File: src/rtl/hp48_bus_ctrl.sv
// hp48_bus_ctrl: bus master in front of the memory-mapped HP48 devices.
// Turns one CPU transfer request into the nibble-serial bus command stream
// (LOAD_PC/LOAD_DP, N x PC/DP READ/WRITE, CONFIGURE, RESET) and packs read
// nibbles into one response word.
//
// Every bus_* output and every response output is registered. At each strobe
// edge the block drives the command for the state it is in at that edge, then
// advances the state. Devices sample on the following edge.
//
// Ports
//   strobe, reset       bus clock; asynchronous active-low reset
//   req_*               request channel; accepted when req_valid & req_ready
//   resp_valid/data     one-cycle completion pulse, plus read data
//   err                 sticky error (bus_error or reserved op)
//   bus_command/address/nibble_out  command stream to the devices
//   bus_nibble_in/error             returns from the devices
module hp48_bus_ctrl #(
  parameter int unsigned MAX_NIB = 16,
  parameter int unsigned ADDR_W  = 20
) (
  input  logic                   strobe,
  input  logic                   reset,
  input  logic                   req_valid,
  output logic                   req_ready,
  input  logic [1:0]             req_op,
  input  logic                   req_ptr,
  input  logic [ADDR_W-1:0]      req_addr,
  input  logic [3:0]             req_len,
  input  logic [4*MAX_NIB-1:0]   req_data,
  output logic                   resp_valid,
  output logic [4*MAX_NIB-1:0]   resp_data,
  output logic                   err,
  output logic [3:0]             bus_command,
  output logic [ADDR_W-1:0]      bus_address,
  output logic [3:0]             bus_nibble_out,
  input  logic [3:0]             bus_nibble_in,
  input  logic                   bus_error
);

  localparam logic [3:0] BusCmdPcRead    = 4'h2;
  localparam logic [3:0] BusCmdDpRead    = 4'h3;
  localparam logic [3:0] BusCmdPcWrite   = 4'h4;
  localparam logic [3:0] BusCmdDpWrite   = 4'h5;
  localparam logic [3:0] BusCmdLoadPc    = 4'h6;
  localparam logic [3:0] BusCmdLoadDp    = 4'h7;
  localparam logic [3:0] BusCmdConfigure = 4'h8;
  localparam logic [3:0] BusCmdReset     = 4'hF;

  localparam logic [1:0] OpRead  = 2'b00;
  localparam logic [1:0] OpWrite = 2'b01;
  localparam logic [1:0] OpCfg   = 2'b10;

  localparam logic [2:0] StRstBus = 3'd0;
  localparam logic [2:0] StIdle   = 3'd1;
  localparam logic [2:0] StLoad   = 3'd2;
  localparam logic [2:0] StXfer   = 3'd3;
  localparam logic [2:0] StDrain  = 3'd4;
  localparam logic [2:0] StResp   = 3'd5;
  localparam logic [2:0] StCfg    = 3'd6;

  logic [2:0]           state_q, state_d;
  logic [1:0]           op_q, op_d;
  logic                 ptr_q, ptr_d;
  logic [ADDR_W-1:0]    addr_q, addr_d;
  logic [3:0]           len_q, len_d;
  logic [4*MAX_NIB-1:0] data_q, data_d;
  logic [3:0]           idx_q, idx_d;
  logic                 drain_q, drain_d;
  logic [ADDR_W-1:0]    pc_shadow_q, pc_shadow_d, dp_shadow_q, dp_shadow_d;
  logic                 pc_known_q, pc_known_d, dp_known_q, dp_known_d;
  // Two-stage read-capture pipeline: a read issued at edge t is captured at t+2.
  logic                 cap1_vld_q, cap1_vld_d, cap2_vld_q, cap2_vld_d;
  logic [3:0]           cap1_idx_q, cap1_idx_d, cap2_idx_q, cap2_idx_d;
  logic                 resp_valid_q, resp_valid_d;
  logic [4*MAX_NIB-1:0] resp_data_q, resp_data_d;
  logic                 err_q, err_d;
  logic [3:0]           cmd_q, cmd_d;
  logic [ADDR_W-1:0]    bus_addr_q, bus_addr_d;
  logic [3:0]           nib_q, nib_d;

  logic                 req_known;
  logic [ADDR_W-1:0]    req_shadow;
  logic [ADDR_W-1:0]    cur_shadow;
  logic [ADDR_W-1:0]    filler_addr;

  always_comb begin
    req_known   = req_ptr ? dp_known_q : pc_known_q;
    req_shadow  = req_ptr ? dp_shadow_q : pc_shadow_q;
    cur_shadow  = ptr_q ? dp_shadow_q : pc_shadow_q;
    filler_addr = dp_known_q ? dp_shadow_q : '0;
  end

  always_comb begin
    state_d      = state_q;
    op_d         = op_q;
    ptr_d        = ptr_q;
    addr_d       = addr_q;
    len_d        = len_q;
    data_d       = data_q;
    idx_d        = idx_q;
    drain_d      = drain_q;
    pc_shadow_d  = pc_shadow_q;
    dp_shadow_d  = dp_shadow_q;
    pc_known_d   = pc_known_q;
    dp_known_d   = dp_known_q;
    cap1_vld_d   = 1'b0;
    cap1_idx_d   = idx_q;
    cap2_vld_d   = cap1_vld_q;
    cap2_idx_d   = cap1_idx_q;
    resp_valid_d = 1'b0;
    resp_data_d  = resp_data_q;
    err_d        = err_q | bus_error;
    // Idempotent filler: reloading DP with its known value never changes a device.
    cmd_d        = BusCmdLoadDp;
    bus_addr_d   = filler_addr;
    nib_d        = 4'h0;

    if (cap2_vld_q) begin
      resp_data_d[{cap2_idx_q, 2'b00} +: 4] = bus_nibble_in;
    end

    case (state_q)
      StRstBus: begin
        cmd_d      = BusCmdReset;
        bus_addr_d = '0;
        state_d    = StIdle;
      end
      StIdle: begin
        if (req_valid) begin
          op_d        = req_op;
          ptr_d       = req_ptr;
          addr_d      = req_addr;
          len_d       = req_len;
          data_d      = req_data;
          idx_d       = 4'd0;
          drain_d     = 1'b0;
          resp_data_d = '0;
          if (req_op == OpCfg) begin
            state_d = StCfg;
          end else if (req_op == 2'b11) begin
            err_d   = 1'b1;
            state_d = StResp;
          end else if (req_known && (req_shadow == req_addr)) begin
            state_d = StXfer;
          end else begin
            state_d = StLoad;
          end
        end
      end
      StLoad: begin
        cmd_d      = ptr_q ? BusCmdLoadDp : BusCmdLoadPc;
        bus_addr_d = addr_q;
        if (ptr_q) begin
          dp_shadow_d = addr_q;
          dp_known_d  = 1'b1;
        end else begin
          pc_shadow_d = addr_q;
          pc_known_d  = 1'b1;
        end
        state_d = StXfer;
      end
      StXfer: begin
        bus_addr_d = cur_shadow;
        if (op_q == OpWrite) begin
          cmd_d = ptr_q ? BusCmdDpWrite : BusCmdPcWrite;
          nib_d = data_q[{idx_q, 2'b00} +: 4];
        end else begin
          cmd_d      = ptr_q ? BusCmdDpRead : BusCmdPcRead;
          cap1_vld_d = 1'b1;
          cap1_idx_d = idx_q;
        end
        // Devices auto-increment their pointer per command; track it.
        if (ptr_q) begin
          dp_shadow_d = dp_shadow_q + ADDR_W'(1);
        end else begin
          pc_shadow_d = pc_shadow_q + ADDR_W'(1);
        end
        if (idx_q == len_q) begin
          state_d = (op_q == OpWrite) ? StResp : StDrain;
        end else begin
          idx_d = idx_q + 4'd1;
        end
      end
      StDrain: begin
        if (drain_q) begin
          state_d = StResp;
        end else begin
          drain_d = 1'b1;
        end
      end
      StCfg: begin
        cmd_d      = BusCmdConfigure;
        bus_addr_d = addr_q;
        state_d    = StResp;
      end
      StResp: begin
        resp_valid_d = 1'b1;
        state_d      = StIdle;
      end
      default: begin
        state_d = StRstBus;
      end
    endcase
  end

  always_ff @(posedge strobe or negedge reset) begin
    if (!reset) begin
      state_q      <= StRstBus;
      op_q         <= 2'b00;
      ptr_q        <= 1'b0;
      addr_q       <= '0;
      len_q        <= 4'd0;
      data_q       <= '0;
      idx_q        <= 4'd0;
      drain_q      <= 1'b0;
      pc_shadow_q  <= '0;
      dp_shadow_q  <= '0;
      pc_known_q   <= 1'b0;
      dp_known_q   <= 1'b0;
      cap1_vld_q   <= 1'b0;
      cap1_idx_q   <= 4'd0;
      cap2_vld_q   <= 1'b0;
      cap2_idx_q   <= 4'd0;
      resp_valid_q <= 1'b0;
      resp_data_q  <= '0;
      err_q        <= 1'b0;
      cmd_q        <= BusCmdLoadDp;
      bus_addr_q   <= '0;
      nib_q        <= 4'h0;
    end else begin
      state_q      <= state_d;
      op_q         <= op_d;
      ptr_q        <= ptr_d;
      addr_q       <= addr_d;
      len_q        <= len_d;
      data_q       <= data_d;
      idx_q        <= idx_d;
      drain_q      <= drain_d;
      pc_shadow_q  <= pc_shadow_d;
      dp_shadow_q  <= dp_shadow_d;
      pc_known_q   <= pc_known_d;
      dp_known_q   <= dp_known_d;
      cap1_vld_q   <= cap1_vld_d;
      cap1_idx_q   <= cap1_idx_d;
      cap2_vld_q   <= cap2_vld_d;
      cap2_idx_q   <= cap2_idx_d;
      resp_valid_q <= resp_valid_d;
      resp_data_q  <= resp_data_d;
      err_q        <= err_d;
      cmd_q        <= cmd_d;
      bus_addr_q   <= bus_addr_d;
      nib_q        <= nib_d;
    end
  end

  assign req_ready      = (state_q == StIdle);
  assign resp_valid     = resp_valid_q;
  assign resp_data      = resp_data_q;
  assign err            = err_q;
  assign bus_command    = cmd_q;
  assign bus_address    = bus_addr_q;
  assign bus_nibble_out = nib_q;

endmodule

File: config.mk
export PLATFORM = sky130hd
export DESIGN_NAME = hp48_bus_ctrl
export DESIGN_NICKNAME = d
export VERILOG_FILES = /design/src/rtl/hp48_bus_ctrl.sv
export SDC_FILE = /design/constraint.sdc
export NUM_CORES = 1
export LEC_CHECK = 0
export CORE_ASPECT_RATIO = 0.5
export CORE_MARGIN = 10
export CORE_UTILIZATION = 55
export CTS_CLUSTER_DIAMETER = 120
export CTS_CLUSTER_SIZE = 14
export DETAILED_ROUTE_END_ITERATION = 8
export PLACE_DENSITY = 0.79
export SETUP_SLACK_MARGIN = 0.02
export SLEW_MARGIN = 20
export SYNTH_ARGS = -nofsm -noshare
export SYNTH_HDL_FRONTEND = slang
export SYNTH_SLANG_ARGS = --single-unit
export TNS_END_PERCENT = 5
File: constraint.sdc
create_clock -name strobe -period 4.8 [get_ports strobe]
set_clock_uncertainty 0.2 [all_clocks]
set_input_delay 0.96 -clock strobe [delete_from_list [all_inputs] [get_ports strobe]]
set_output_delay 0.96 -clock strobe [all_outputs]
set_load 0.005 [all_outputs]
# Word-level counts from Yosys, hierarchy flattened
# Cells that the tools add are included.
[word_totals]
register_bits = 245
in_bits = 99
elab_cells = 107
[op_classes]
add_sub_neg = 4
n_eq_ne = 19
n_shift = 3
mux = 42
bitwise_logic = 2
n_reduce_logical = 15
[ops]
columns = ["cell", "count"]
rows = [
  ["$mux W64", 3],
  ["$mux W20", 7],
  ["$pmux W20 S2", 2],
  ["$bwmux W64", 1],
  ["$shift A4 B8 Y64 const A", 1],
  ["$shiftx A4 B8 Y64", 1],
  ["$shiftx A64 B7 Y4", 1],
  ["$pmux W20 S3", 1],
  ["$add A20 B1 Y20 const B", 2],
  ["$eq A20 B20 Y1", 1],
  ["$mux W3", 6],
  ["$pmux W3 S6", 1],
  ["$mux W4", 4],
  ["$ne A2 B2 Y1 const B", 8],
  ["$pmux W4 S4", 1],
  ["$mux W1", 14],
  ["$reduce_and A3 Y1", 4],
  ["$eq A3 B3 Y1 const B", 3],
  ["$neg A6 Y8", 1],
  ["$pmux W4 S2", 1],
  ["$reduce_and A2 Y1", 4],
  ["$eq A3 B2 Y1 const B", 2],
  ["$reduce_bool A2 Y1", 3],
  ["$add A4 B1 Y4 const B", 1],
  ["10 further kinds", 12],
]

# Logic depth before layout (Yosys ltp)
[depth]
word_depth = 8
ltp_mapped = 9
mapped_depth_nobuf = 7

# Worst setup path after synthesis
# Ideal clock, no wire load.
[synth_path]
path_kind = "input port to flip-flop"
from = "input req_ptr"
to = "register state_q[0]"
setup_time_ps = 76
arrival_time_ps = 2193
required_ps = 4524
setup_slack_ps = 2331
path_stages = 7
path_cell_list = "clkbuf_1 -> buf_2 -> mux2i_1 -> xnor2_1 -> nor4b_1 -> nand4_1 -> o21ai_1"
[synth_via]
elab_chain_cells = 8
elab_cells_between_ends = 9
classes_between = "eq/ne (1); mux (7); reduce/logical (1)"
[synth_lines]
columns = ["element", "line_no", "rtl"]
rows = [
  ["start: declaration", "26", "input logic req_ptr,"],
  ["$mux W20", "88", "req_shadow = req_ptr ? dp_shadow_q : pc_shadow_q;"],
  ["$eq A20 B20 Y1", "143", "end else if (req_known && (req_shadow == req_addr)) begin"],
  ["$logic_and A1 B1 Y1 *", "143", ""],
  ["$mux W1 *", "143", ""],
  ["$mux W3 *", "140", "end else if (req_op == 2'b11) begin"],
  ["$mux W3 *", "138", "if (req_op == OpCfg) begin"],
  ["$mux W3 *", "129", "if (req_valid) begin"],
  ["$pmux W3 S6 *", "122", "case (state_q)"],
  ["end signal: assignment", "208", "state_q <= StRstBus;"],
  ["end signal: assignment", "231", "state_q <= state_d;"],
  ["end: declaration", "61", "logic [2:0] state_q, state_d;"],
]
# Every way passes the cells marked *; elsewhere a longest branch is shown, timed or not. The select of a mux whose other input is x is not followed.
# A chain may end at the register's enable or synchronous reset.

# Worst setup path in the final report
[layout_path]
from = "register state_q[0]"
to = "output req_ready"
[layout_via]
elab_chain_cells = 1
[layout_lines]
columns = ["element", "line_no", "rtl"]
rows = [
  ["$eq A3 B1 Y1", "256", "assign req_ready = (state_q == StIdle);"],
  ["end: declaration", "24", "output logic req_ready,"],
]
# Every way passes these cells.

==> reports/summary.md <==
The run finished with clean final reports. The main combinational cell family by area after synthesis is simple AND/OR/NAND/NOR gates. Each instance of the synthesized netlist takes up on average 9.910 um2.

In the synthesized netlist the dominant register cell turns out to be dfrtp_1. The cell family contributing the most delay on the critical path is flip-flops. The buffers plus inverters on the worst setup path was 1; the number of cells in the finished layout apart from fillers was 1,613.

TritonCTS built the clock tree. The post-synthesis adder-cell area fraction works out to 0.4284%. Die height: 123.1 um.

The tools report the number of placed I/O pins as 194. The worst path uses 71.46% of the clock period. The count of endpoints failing setup in the final report was 0. The final critical path time including I/O delays and setup is 3.430 ns. The share of the Yosys chip area taken by registers is 52.51%.

Per report_power, the clock group accounts for 20.3% of the total. Based on the critical path, the design can be clocked at up to 291.5 MHz. The critical path goes through nor3b_2, clkdlybuf4s50_1.

The analysis attributes to net switching a power of 0.002897 W. The relative max-transition margin was 23.07%. In this run, distinct cell masters in the synthesized netlist total 68. For this block, the initial DRC count from the detailed router was 1,160.

In the final routed layout, each cell accounts on average for 20.23 um. The number of pins exceeding their max-slew limit in the final report is 0, and the post-CTS setup repair buffer count is 0. For the number of antenna violations at the first check in global routing, the log shows 0. The count of filler cells inserted in the layout is 1,556. Among all stages on the critical path, the largest delay is contributed by dfrtp_1.

Netlist area before placement: 11,680 um2. The clock net sink count was 245. Count of unresolved DRC violations after routing: 0. Post-synthesis xor/xnor area fraction: 2.099%. For this design the static power due to leakage is 6.731 nW.

The logs give 0 for the hold violation count in the final report and 0.0002656 V for the highest ir drop seen on vdd. In the synthesized netlist the async set-or-reset flop fraction comes to 100.0%. The path class of the lowest-slack min-delay path is reg2reg. STA puts the critical path data required time at 3.64 ns. After floorplanning, the core was divided into 37 placement rows. The multi-input combinational cells in the finished layout cover a total of 5081 um2. Clock latency on the worst-skew pair, taken at its later pin, is 0.51 ns. The number of nets handed over by synthesis was 1,282. In this run the power density over the cells is 541.3 nW/um2.

Setup repair after global routing left no endpoint under its margin. The repair_antennas step left the layout with diodes totalling 0. The starting density of the core is 56.46%, and the relative contribution of combinational cells to total power is 35.0%.

The net count reported at finish came out at 1,429. The logs give 9,406 for the via count of the first global-routing pass and 9,529 for the number of vias in the routed layout. Count of flip-flops with a built-in enable after synthesis: 0. After clock tree synthesis, the clock-pin slew on the worst setup and hold paths is 0.08 ns. In the final layout, the share of cells above drive strength 1 is 6.119%. In the final timing run, aggregate negative setup slack is 0 ns. The complex-gate fraction of the synthesized area was 8.953%. The die covers 27,830 um2. The aggregate global routing overflow was 0. For the number of buffers created by CTS, the log shows 21. The simple-gate share of the synthesized area was 20.52%; the flip-flop and latch count after synthesis was 245.

The tools report the final RePlAce weighted congestion as 0.9283. The post-synthesis instance total was 1,179. The count of port buffers added during placement is 193.

In this run the deepest clock path goes through 3 buffers. The worst setup path is captured at an output port. The first-pass GRT wire length was 51.74 mm; the first-pass detailed-route iteration total was 8. For the worst setup path, the data arrival time is 2.27 ns. For this run, the number of Yosys warnings is 0. The run gives 0.004839 W as the internal power contribution. The core region is 20,690 um2. In the global route stage, overall resource usage came out at 23.16%. Leaving out fill and tap cells, the most frequent cell in the layout is nand2_1. The remaining number of nets flagged by the antenna check after routing came out at 0. For the deepest level of the CTS H-tree, the log shows 1. Per report_power, the sequential group accounts for 44.7% of the total.

Max-cap violations in this run came to 0. The die outline width is 226.1 um, and the number of instances in the placed design is 1,576. In the final layout, flip-flops and latches occupy 6135 um2.

Net switching is 37.45% of the power. Using the TritonRoute via totals, the vias-per-cell ratio works out to 5.908. The routed design has 32.64 mm of wire. The setup path with the least slack is of type reg2out. For the pin with the worst max-slew slack, the measured transition is 1.153 ns. Number of buffers inserted by hold repair at cts: 0.

The share of synthesized area spent on multiplexers is 11.39%. Entering global routing, the biggest net connects 102 pins. The number of gates resized after cts is 0. Standard cell area after detailed placement: 13,700 um2. The summed area of non-filler cells in the final layout is 14,290 um2. The tools report the nature of the critical path startpoint as a flip-flop.

The tools report the worst hold slack after final layout as 0.1499 ns. The signed area change from the synthesized netlist to the final layout came out at 22.34%. Leaving out fill and tap cells, the most frequent cells in the layout are nand2_1 (320), dfrtp_1 (242), clkdlybuf4s50_1 (192). The HPWL after detailed placement is 22.75 mm, and the peak fanout along the critical path is 16. In this design, the stage delay of the slowest critical-path cell is 0.68 ns. Buffer type at the clock tree root: clkbuf_16.
## stage by stage
stage	utilization (%)	setup WS [ns]	total power, W
floorplan	-	2.331	0.005185
global placement	66.22	1.466	0.006029
global route	69.07	1.286	0.008232
detailed placement	66.22	1.442	0.006156
finish	69.07	1.370	0.007737
CTS	69.07	1.345	0.007739
## power groups by stage
| stage | Sequential, W | Combinational (W) | Clock (W) |
|---|---|---|---|
| after detailed placement | 0.00346 | 0.00269 | 0 |
| after floorplan | 0.00318 | 0.00201 | 0 |
| after global placement | 0.00343 | 0.00260 | 0 |
| final | 0.00346 | 0.00271 | 0.00157 |
| after CTS | 0.00343 | 0.00272 | 0.00159 |
| after global routing | 0.00354 | 0.00301 | 0.00168 |
## registers in the layout, indices dropped and copies added, names as in the netlist
name,cells
dp_known_q,1
addr_q,20
idx_q,4
pc_known_q,1
cap1_idx_q,4
bus_nibble_out,4
err,1
resp_valid,1
pc_shadow_q,20
cap2_idx_q,4
drain_q,1
ptr_q,1
bus_address,20
resp_data,64
len_q,4
cap2_vld_q,1
state_q,3
cap1_vld_q,1
data_q,64
op_q,2
dp_shadow_q,20
bus_command,4
## worst reg2reg max path: cells and delay by family (launching register included)
kind / cells / cell delay (ns)
AND/OR/NAND/NOR: 5 / 2.40
flip-flops: 1 / 0.59
## logic make-up (layout without fill, tap and decap cells)
| logic type | after synthesis | in the layout |
|---|---|---|
| compound gates | 155 | 155 |
| xor+xnor | 28 | 28 |
| fa+ha+maj | 4 | 4 |
| buf+inv | 106 | 267 |
| flops | 245 | 245 |
| mux | 108 | 108 |
| simple gates | 533 | 533 |
## worst paths after layout
path	from	end	slack (ns)	cells past startpoint
worst max-delay path	state_q[0]$_DFFE_PN0P_	req_ready	1.37	2
min in group asynchronous	reset	data_q[20]$_DFFE_PN0P_	0.24	1
worst min register to register	cap1_idx_q[0]$_DFF_PN0_	cap2_idx_q[0]$_DFF_PN0_	0.15	0
worst max register to register	state_q[1]$_DFFE_PN0P_	pc_shadow_q[19]$_DFFE_PN0P_	1.53	5
max in group asynchronous	reset	resp_data[35]$_DFF_PN0_	2.97	2
worst min-delay path	cap1_idx_q[0]$_DFF_PN0_	cap2_idx_q[0]$_DFF_PN0_	0.15	0
## area by class of cell
type / instances / area share [%]
Clock buffer: 36 / 4.070
Inverter: 25 / 0.6565
Sequential cell: 245 / 42.92
Multi-Input combinational cell: 828 / 35.55
Tap cell: 273 / 2.390
Timing Repair Buffer: 205 / 14.36
Clock inverter: 1 / 0.06127
## layer usage
layer,global-route usage (%),share of wire (%),vias up
met4,5.414,1.9,0
met3,4.703,8.6,50
li1,-,-,4335
met1,30.81,42,4688
met5,0,0,-
met2,38.79,48,456
## cells in the mapped netlist (3+ instances only)
library cell	instances	area share, %
buf_4	9	0.58
inv_1	25	0.80
nor3b_2	3	0.32
and3_1	3	0.16
a211oi_1	3	0.19
and2_1	6	0.32
o22a_1	8	0.60
nand2b_1	12	0.64
a311oi_1	4	0.30
a222oi_1	19	1.6
nand2_1	321	10
mux2i_1	88	7.5
dfstp_2	3	0.67
xnor2_1	22	1.6
nor2_1	105	3.4
nand3_1	17	0.73
nor4_1	5	0.27
and4_1	5	0.37
xor2_1	6	0.45
dfrtp_1	242	52
nor2b_1	9	0.48
a31oi_1	7	0.37
o22ai_1	13	0.70
nor3_1	10	0.43
nand4_1	11	0.59
o21ai_0	28	1.2
ha_1	4	0.43
a21oi_1	48	2.1
clkbuf_1	38	1.2
buf_2	31	1.3
or3_1	3	0.16
mux4_2	20	3.9
(Power assumes the default switching activity.)
